$ cat src/rtl/multdiv_seq_if.sv
// Start/operand/result bundle between the control path and the multiply/divide unit.
// The control path is the master; multdiv_seq is the slave.
interface multdiv_seq_if;
  logic        ctrl_MULT;
  logic        ctrl_DIV;
  logic [31:0] data_operandA;
  logic [31:0] data_operandB;
  logic [31:0] data_result;
  logic        data_exception;
  logic        data_resultRDY;
  logic        busy;

  modport master (
    output ctrl_MULT, ctrl_DIV, data_operandA, data_operandB,
    input  data_result, data_exception, data_resultRDY, busy
  );

  modport slave (
    input  ctrl_MULT, ctrl_DIV, data_operandA, data_operandB,
    output data_result, data_exception, data_resultRDY, busy
  );
endinterface

$ cat src/rtl/multdiv_seq.sv
// Sequential signed multiply (shift-add) and divide (restoring), 32 iterations each.
// Define MULTDIV_OVF_EN for a 64-bit product accumulator with signed multiply overflow reporting.
module multdiv_seq (
  input logic          clock,
  input logic          reset,
  multdiv_seq_if.slave bus
);

`ifdef MULTDIV_OVF_EN
  localparam int ACC_W = 64;
`else
  localparam int ACC_W = 32;
`endif

  typedef enum logic [1:0] {IDLE, MUL, DIV, DONE} state_t;

  state_t           state;
  logic [4:0]       count;
  // op_a holds the multiplicand, or the dividend bits still to be shifted in (MSB first).
  logic [31:0]      op_a;
  logic [31:0]      op_b;
  logic             sign;
  logic [ACC_W-1:0] acc;
  logic [31:0]      rem;
  logic [31:0]      quo;

  logic [31:0]      abs_a;
  logic [31:0]      abs_b;
  logic [ACC_W-1:0] addend;
  logic [ACC_W-1:0] acc_next;
  logic [ACC_W-1:0] prod_signed;
  logic             ovf;
  logic [31:0]      rem_shift;
  logic             ge;
  logic [31:0]      rem_next;
  logic [31:0]      quo_next;
  logic [31:0]      quo_signed;

  always_comb begin
    abs_a       = bus.data_operandA[31] ? -bus.data_operandA : bus.data_operandA;
    abs_b       = bus.data_operandB[31] ? -bus.data_operandB : bus.data_operandB;

    addend      = op_b[count] ? (ACC_W'(op_a) << count) : '0;
    acc_next    = acc + addend;
    prod_signed = sign ? -acc_next : acc_next;
`ifdef MULTDIV_OVF_EN
    ovf         = prod_signed[63:32] != {32{prod_signed[31]}};
`else
    ovf         = 1'b0;
`endif

    // Remainder stays below the divisor (at most 2^31), so the shifted value fits in 32 bits.
    rem_shift   = {rem[30:0], op_a[31]};
    ge          = rem_shift >= op_b;
    rem_next    = ge ? rem_shift - op_b : rem_shift;
    quo_next    = {quo[30:0], ge};
    quo_signed  = sign ? -quo_next : quo_next;
  end

  always_ff @(posedge clock) begin
    if (reset) begin
      state              <= IDLE;
      count              <= '0;
      op_a               <= '0;
      op_b               <= '0;
      sign               <= 1'b0;
      acc                <= '0;
      rem                <= '0;
      quo                <= '0;
      bus.data_result    <= '0;
      bus.data_exception <= 1'b0;
      bus.data_resultRDY <= 1'b0;
      bus.busy           <= 1'b0;
    end else begin
      case (state)
        IDLE: begin
          count <= '0;
          if (bus.ctrl_MULT) begin
            op_a     <= abs_a;
            op_b     <= abs_b;
            sign     <= bus.data_operandA[31] ^ bus.data_operandB[31];
            acc      <= '0;
            bus.busy <= 1'b1;
            state    <= MUL;
          end else if (bus.ctrl_DIV) begin
            bus.busy <= 1'b1;
            if (bus.data_operandB == '0) begin
              bus.data_result    <= '0;
              bus.data_exception <= 1'b1;
              bus.data_resultRDY <= 1'b1;
              state              <= DONE;
            end else begin
              op_a  <= abs_a;
              op_b  <= abs_b;
              sign  <= bus.data_operandA[31] ^ bus.data_operandB[31];
              rem   <= '0;
              quo   <= '0;
              state <= DIV;
            end
          end
        end

        MUL: begin
          acc   <= acc_next;
          count <= count + 5'd1;
          if (count == 5'd31) begin
            bus.data_result    <= prod_signed[31:0];
            bus.data_exception <= ovf;
            bus.data_resultRDY <= 1'b1;
            state              <= DONE;
          end
        end

        DIV: begin
          rem   <= rem_next;
          quo   <= quo_next;
          op_a  <= op_a << 1;
          count <= count + 5'd1;
          if (count == 5'd31) begin
            bus.data_result    <= quo_signed;
            bus.data_exception <= 1'b0;
            bus.data_resultRDY <= 1'b1;
            state              <= DONE;
          end
        end

        DONE: begin
          bus.data_resultRDY <= 1'b0;
          bus.busy           <= 1'b0;
          state              <= IDLE;
        end

        default: state <= IDLE;
      endcase
    end
  end

endmodule

$ cat src/flat_wrapper.sv
// flat-port wrapper written by rule: the top's interface ports become plain ports
module multdiv_seq_flat 
  (clock, reset, bus_ctrl_MULT, bus_ctrl_DIV, bus_data_operandA, bus_data_operandB, bus_data_result, bus_data_exception, bus_data_resultRDY, bus_busy);
  multdiv_seq_if bus_i ();
  input logic clock;
  input logic reset;
  input wire logic [$bits(bus_i.ctrl_MULT)-1:0] bus_ctrl_MULT;
  input wire logic [$bits(bus_i.ctrl_DIV)-1:0] bus_ctrl_DIV;
  input wire logic [$bits(bus_i.data_operandA)-1:0] bus_data_operandA;
  input wire logic [$bits(bus_i.data_operandB)-1:0] bus_data_operandB;
  output wire logic [$bits(bus_i.data_result)-1:0] bus_data_result;
  output wire logic [$bits(bus_i.data_exception)-1:0] bus_data_exception;
  output wire logic [$bits(bus_i.data_resultRDY)-1:0] bus_data_resultRDY;
  output wire logic [$bits(bus_i.busy)-1:0] bus_busy;
  assign bus_i.ctrl_MULT = bus_ctrl_MULT;
  assign bus_i.ctrl_DIV = bus_ctrl_DIV;
  assign bus_i.data_operandA = bus_data_operandA;
  assign bus_i.data_operandB = bus_data_operandB;
  assign bus_data_result = bus_i.data_result;
  assign bus_data_exception = bus_i.data_exception;
  assign bus_data_resultRDY = bus_i.data_resultRDY;
  assign bus_busy = bus_i.busy;
  multdiv_seq u_core (.clock(clock), .reset(reset), .bus(bus_i));
endmodule
$ cat config.mk
export PLATFORM = sky130hd
export DESIGN_NAME = multdiv_seq_flat
export DESIGN_NICKNAME = d
export VERILOG_FILES = /design/src/rtl/multdiv_seq_if.sv /design/src/rtl/multdiv_seq.sv /design/src/flat_wrapper.sv
export SDC_FILE = /design/constraint.sdc
export NUM_CORES = 1
export LEC_CHECK = 0
export CORE_MARGIN = 4
export CORE_UTILIZATION = 56
export CTS_BUF_LIST = sky130_fd_sc_hd__clkbuf_8
export CTS_CLUSTER_DIAMETER = 200
export DETAILED_ROUTE_END_ITERATION = 6
export PLACE_DENSITY = 0.78
export SLEW_MARGIN = 15
export SYNTH_ARGS = -nofsm -noshare
export SYNTH_HDL_FRONTEND = slang
export SYNTH_SLANG_ARGS = --single-unit
$ cat constraint.sdc
create_clock -name clock -period 5.5 [get_ports clock]
set_input_delay 1.375 -clock clock [delete_from_list [all_inputs] [get_ports clock]]
set_output_delay 1.375 -clock clock [all_outputs]
set_load 0.05 [all_outputs]
==> results by group <==
Synthesis
  – Synth top area share: 0.2548
  – Yosys reg bits: 201
  – Top FF cell, synth: dfxtp_1
  – Seq/Total Area, Yosys: 0.2548
  – Synth cell types: 89
  – Post-synthesis cell count: 2,062
  – Post-Syn Area: 0.01579 mm^2
  – Top cells by count, synth: 260 x nor2_1, 222 x nand2_1, 201 x dfxtp_1, 155 x a21oi_1, 155 x o21ai_0
  – Most common cell in the synthesized netlist: nor2_1
  – Yosys Warn Count: 0
  – Ys async rst share: 0
  – Top cells by area, synth: dfxtp_1 25%, nor2_1 6.2%, ha_1 5.8%, nand2_1 5.3%, xnor2_1 5.1%
  – Syn Area/Cell: 7.660 um^2
  – Post-Syn Nets: 2,205
  – Post-synth EDFFs: 0
  – Post-synth top area cell: dfxtp_1

Drt
  – DR WL/cell: 17.92 um
  – Routed vias: 15,660
  – TritonRoute pass-1 iters: 5
  – Routed vias/inst: 6.173
  – Remaining antenna violation count: 0
  – Routed wire length: 45,430 um
  – 1st-iter DRT viols: 1,173
  – DRC viols: 0

Status
  – Status: finished clean

STA
  – Max Clock Skew: 25.83 ps
  – Final setup vio count: 0
  – Post-route setup TNS: 0 ps
  – Max-slew headroom: 0.3084
  – Period utilization: 0.9589
  – Setup ws final: 225.8 ps
  – Min Hold Slack: 463.7 ps
  – Final Hold Fails: 0
  – FMAX: 0.1896 GHz
  – Tmin final: 5274 ps
  – Worst-margin pin slew: 1037 ps
  – Final Max Tran Viols: 0

CTS
  – CTS sink cnt: 201
  – Clock Path Buffers: 3
  – Hold buffers post-CTS: 0
  – Root Buffer: clkbuf_8
  – # H-tree levels: 2
  – CTS Buf Count: 37
  – Clock latency at the later pin of the worst-skew pair: 550 ps
  – Clock Pin Slew Worst Setup and Hold Paths: 60 ps
  – Post-CTS sizing: 0
  – TritonCTS clock tree: yes
  – Postcts setup bufs: 0

Worst setup path
  – CP max-delay cell: or4_4
  – R2r worst-path depth: 17
  – Largest stage delay, worst path: 530 ps
  – CP top delay family: simple AND/OR/NAND/NOR gates
  – Worst Setup End Kind: register
  – Setup crit start kind: register
  – Worst Path Required: 5930 ps
  – Worst path arrival time: 5710 ps
  – Reg2reg setup slack: 230 ps
  – CP Cell Sequence: mux4_2 -> mux2_2 -> nand3_1 -> nand2b_1 -> nor2_1 -> ha_1 -> fa_1 -> a211oi_2 -> o21bai_1 -> a2111o_1 -> a21o_1 -> and2_4 -> or4_4 -> or4_4 -> o31ai_4 -> xnor2_1 -> a221o_1
  – CP Class: reg2reg
  – Buffer and inverter count on the worst path: 0
  – CP Max Fanout: 9
  – Worst r2r dst: u_core.bus.data_result[20]
  – Top cell by count, worst path: or4_4
  – Worst r2r src: u_core.count[0]

GRT
  – Initial antenna violation count: 0
  – Global-route wire length before repair: 73,900 um
  – Number of global-route vias before repair: 14,760
  – Total gr overflow: 0
  – Gr usage total: 0.2836
  – Largest net degree at the start of global routing: 69

Pwr
  – Worst IR Drop VDD: 0.0001804 V
  – Leakage: 0.006848 uW
  – PD cells: 366.4 mW/mm^2

Worst hold path
  – Hold path endpoint: u_core.acc[17]
  – Hold crit path type: reg2reg
  – Hold path cells: 2
  – Hold wc startpoint: u_core.acc[17]

Floorplanning
  – Chip Width: 175.9 um
  – Die Area: 0.03095 mm^2
  – Placeable Area: 0.02778 mm^2
  – Die Y: 175.9 um
  – # IOs: 103
  – Initial Utilization: 0.5685
  – Standard-cell rows: 61

Layout
  – Final instance area: 0.01806 mm^2
  – Antenna cells: 0
  – Nets@finish: 2,278
  – Synth-to-layout area growth: 14.32%
  – Proportion of layout cells with a drive suffix above 1: 0.09963

Placement
  – Placer's final routability congestion estimate: 0.9829
  – Pre-CTS setup slack: 45.51 ps
  – PortBufs: 102
  – DPL Wire Length: 34,130 um
  – Area after DPL: 0.01730 mm^2

Flow run
  – Max_cap viols: 0
-- worst max-delay path by stage --
stage	from	end	slack [ps]	cells after the start
after floorplan	u_core.count[1]	u_core.bus.data_result[31]	90	23
after global placement	u_core.count[0]	u_core.bus.data_result[30]	150	16
after detailed placement	u_core.count[0]	u_core.bus.data_result[30]	50	16
after CTS	u_core.count[0]	u_core.bus.data_result[30]	10	16
after global routing	u_core.count[0]	u_core.bus.data_result[30]	-10	18
final	u_core.count[0]	u_core.bus.data_result[20]	230	17
-- through the flow --
stage          utilization  cells  power (uW)
2_1_floorplan            -   2062        4271
4_1_cts             0.6479   2536        6577
3_3_place_gp        0.6226   2474        5117
3_5_place_dp        0.6226   2474        5185
5_1_grt             0.6499   2536        7062
6_report            0.6499   2536        6616
-- state kept, by name, indices dropped and copies added, names as in the netlist, 2 cells and up --
register	count
u_core.acc	32
u_core.bus.data_result	32
u_core.op_a	32
u_core.op_b	32
u_core.quo	31
u_core.rem	31
u_core.count	5
u_core.state	2
-- cell families (layout without fill, tap and decap cells) --
logic type | count (synthesis) | count (layout) | share of synthesized area
adders and majority gates | 75 | 75 | 0.06037
xor gates and xnor gates | 164 | 164 | 0.09094
and+or+nand+nor | 690 | 690 | 0.1993
muxes | 79 | 79 | 0.07360
buffers and inverters | 199 | 295 | 0.04832
DFF | 201 | 201 | 0.2548
AOI/OAI and AO/OA | 654 | 654 | 0.2727
-- per-layer routing --
metal,part of all wire,track usage,vias to the layer above
met4,0.035,0.09974,0
met2,0.46,0.4668,576
met5,0,0,-
met1,0.44,0.3859,7332
li1,-,-,7651
met3,0.066,0.03597,96
-- worst min-delay path, stage by stage, from the launching register on --
cell and delay (ps):
dfxtp_1 310, nand2_1 50, a21oi_1 50
-- area by class of cell --
class,instances,area [um^2]
multi-input cells,1662,11090
clock inverters,19,111.4
flip-flops and latches,201,4031
inverters,69,259.0
fillers,2497,9726
clock buffers,43,591.8
well taps,378,473.0
repair buffers,164,1496
-- placed cells by master (no fill, tap or decap), types with 7 or more instances in the layout --
master and instances:
o31ai_1 33, mux2_2 13, mux2i_1 35, nand3_1 29, a211oi_1 48, nor3_1 24, a21o_1 20, o221ai_1 7
o211ai_1 16, mux4_2 28, a22oi_1 92, a21oi_1 153, ha_1 72, nor4_1 14, buf_4 62, nor2_1 260
and2_1 14, inv_1 76, o21bai_1 7, dfxtp_1 197, clkbuf_8 43, or2_2 11, and3_1 9, a211o_1 8
o41ai_1 24, xor2_1 72, or4_1 10, xnor2_1 92, o21ai_0 153, clkdlybuf4s50_1 101, nand2_1 222, nand4_1 11
o21ai_1 8, nand2b_1 17, o21a_1 11, nor2b_1 18, or3_1 18
-- power breakdown --
part	total, uW	switching (uW)	internal (uW)
Sequential	1870	218	1650
Combinational	3370	2030	1330
Clock	1380	663	719
Total	6620	2910	3700
No activity file was read; power rests on OpenSTA's default activity.
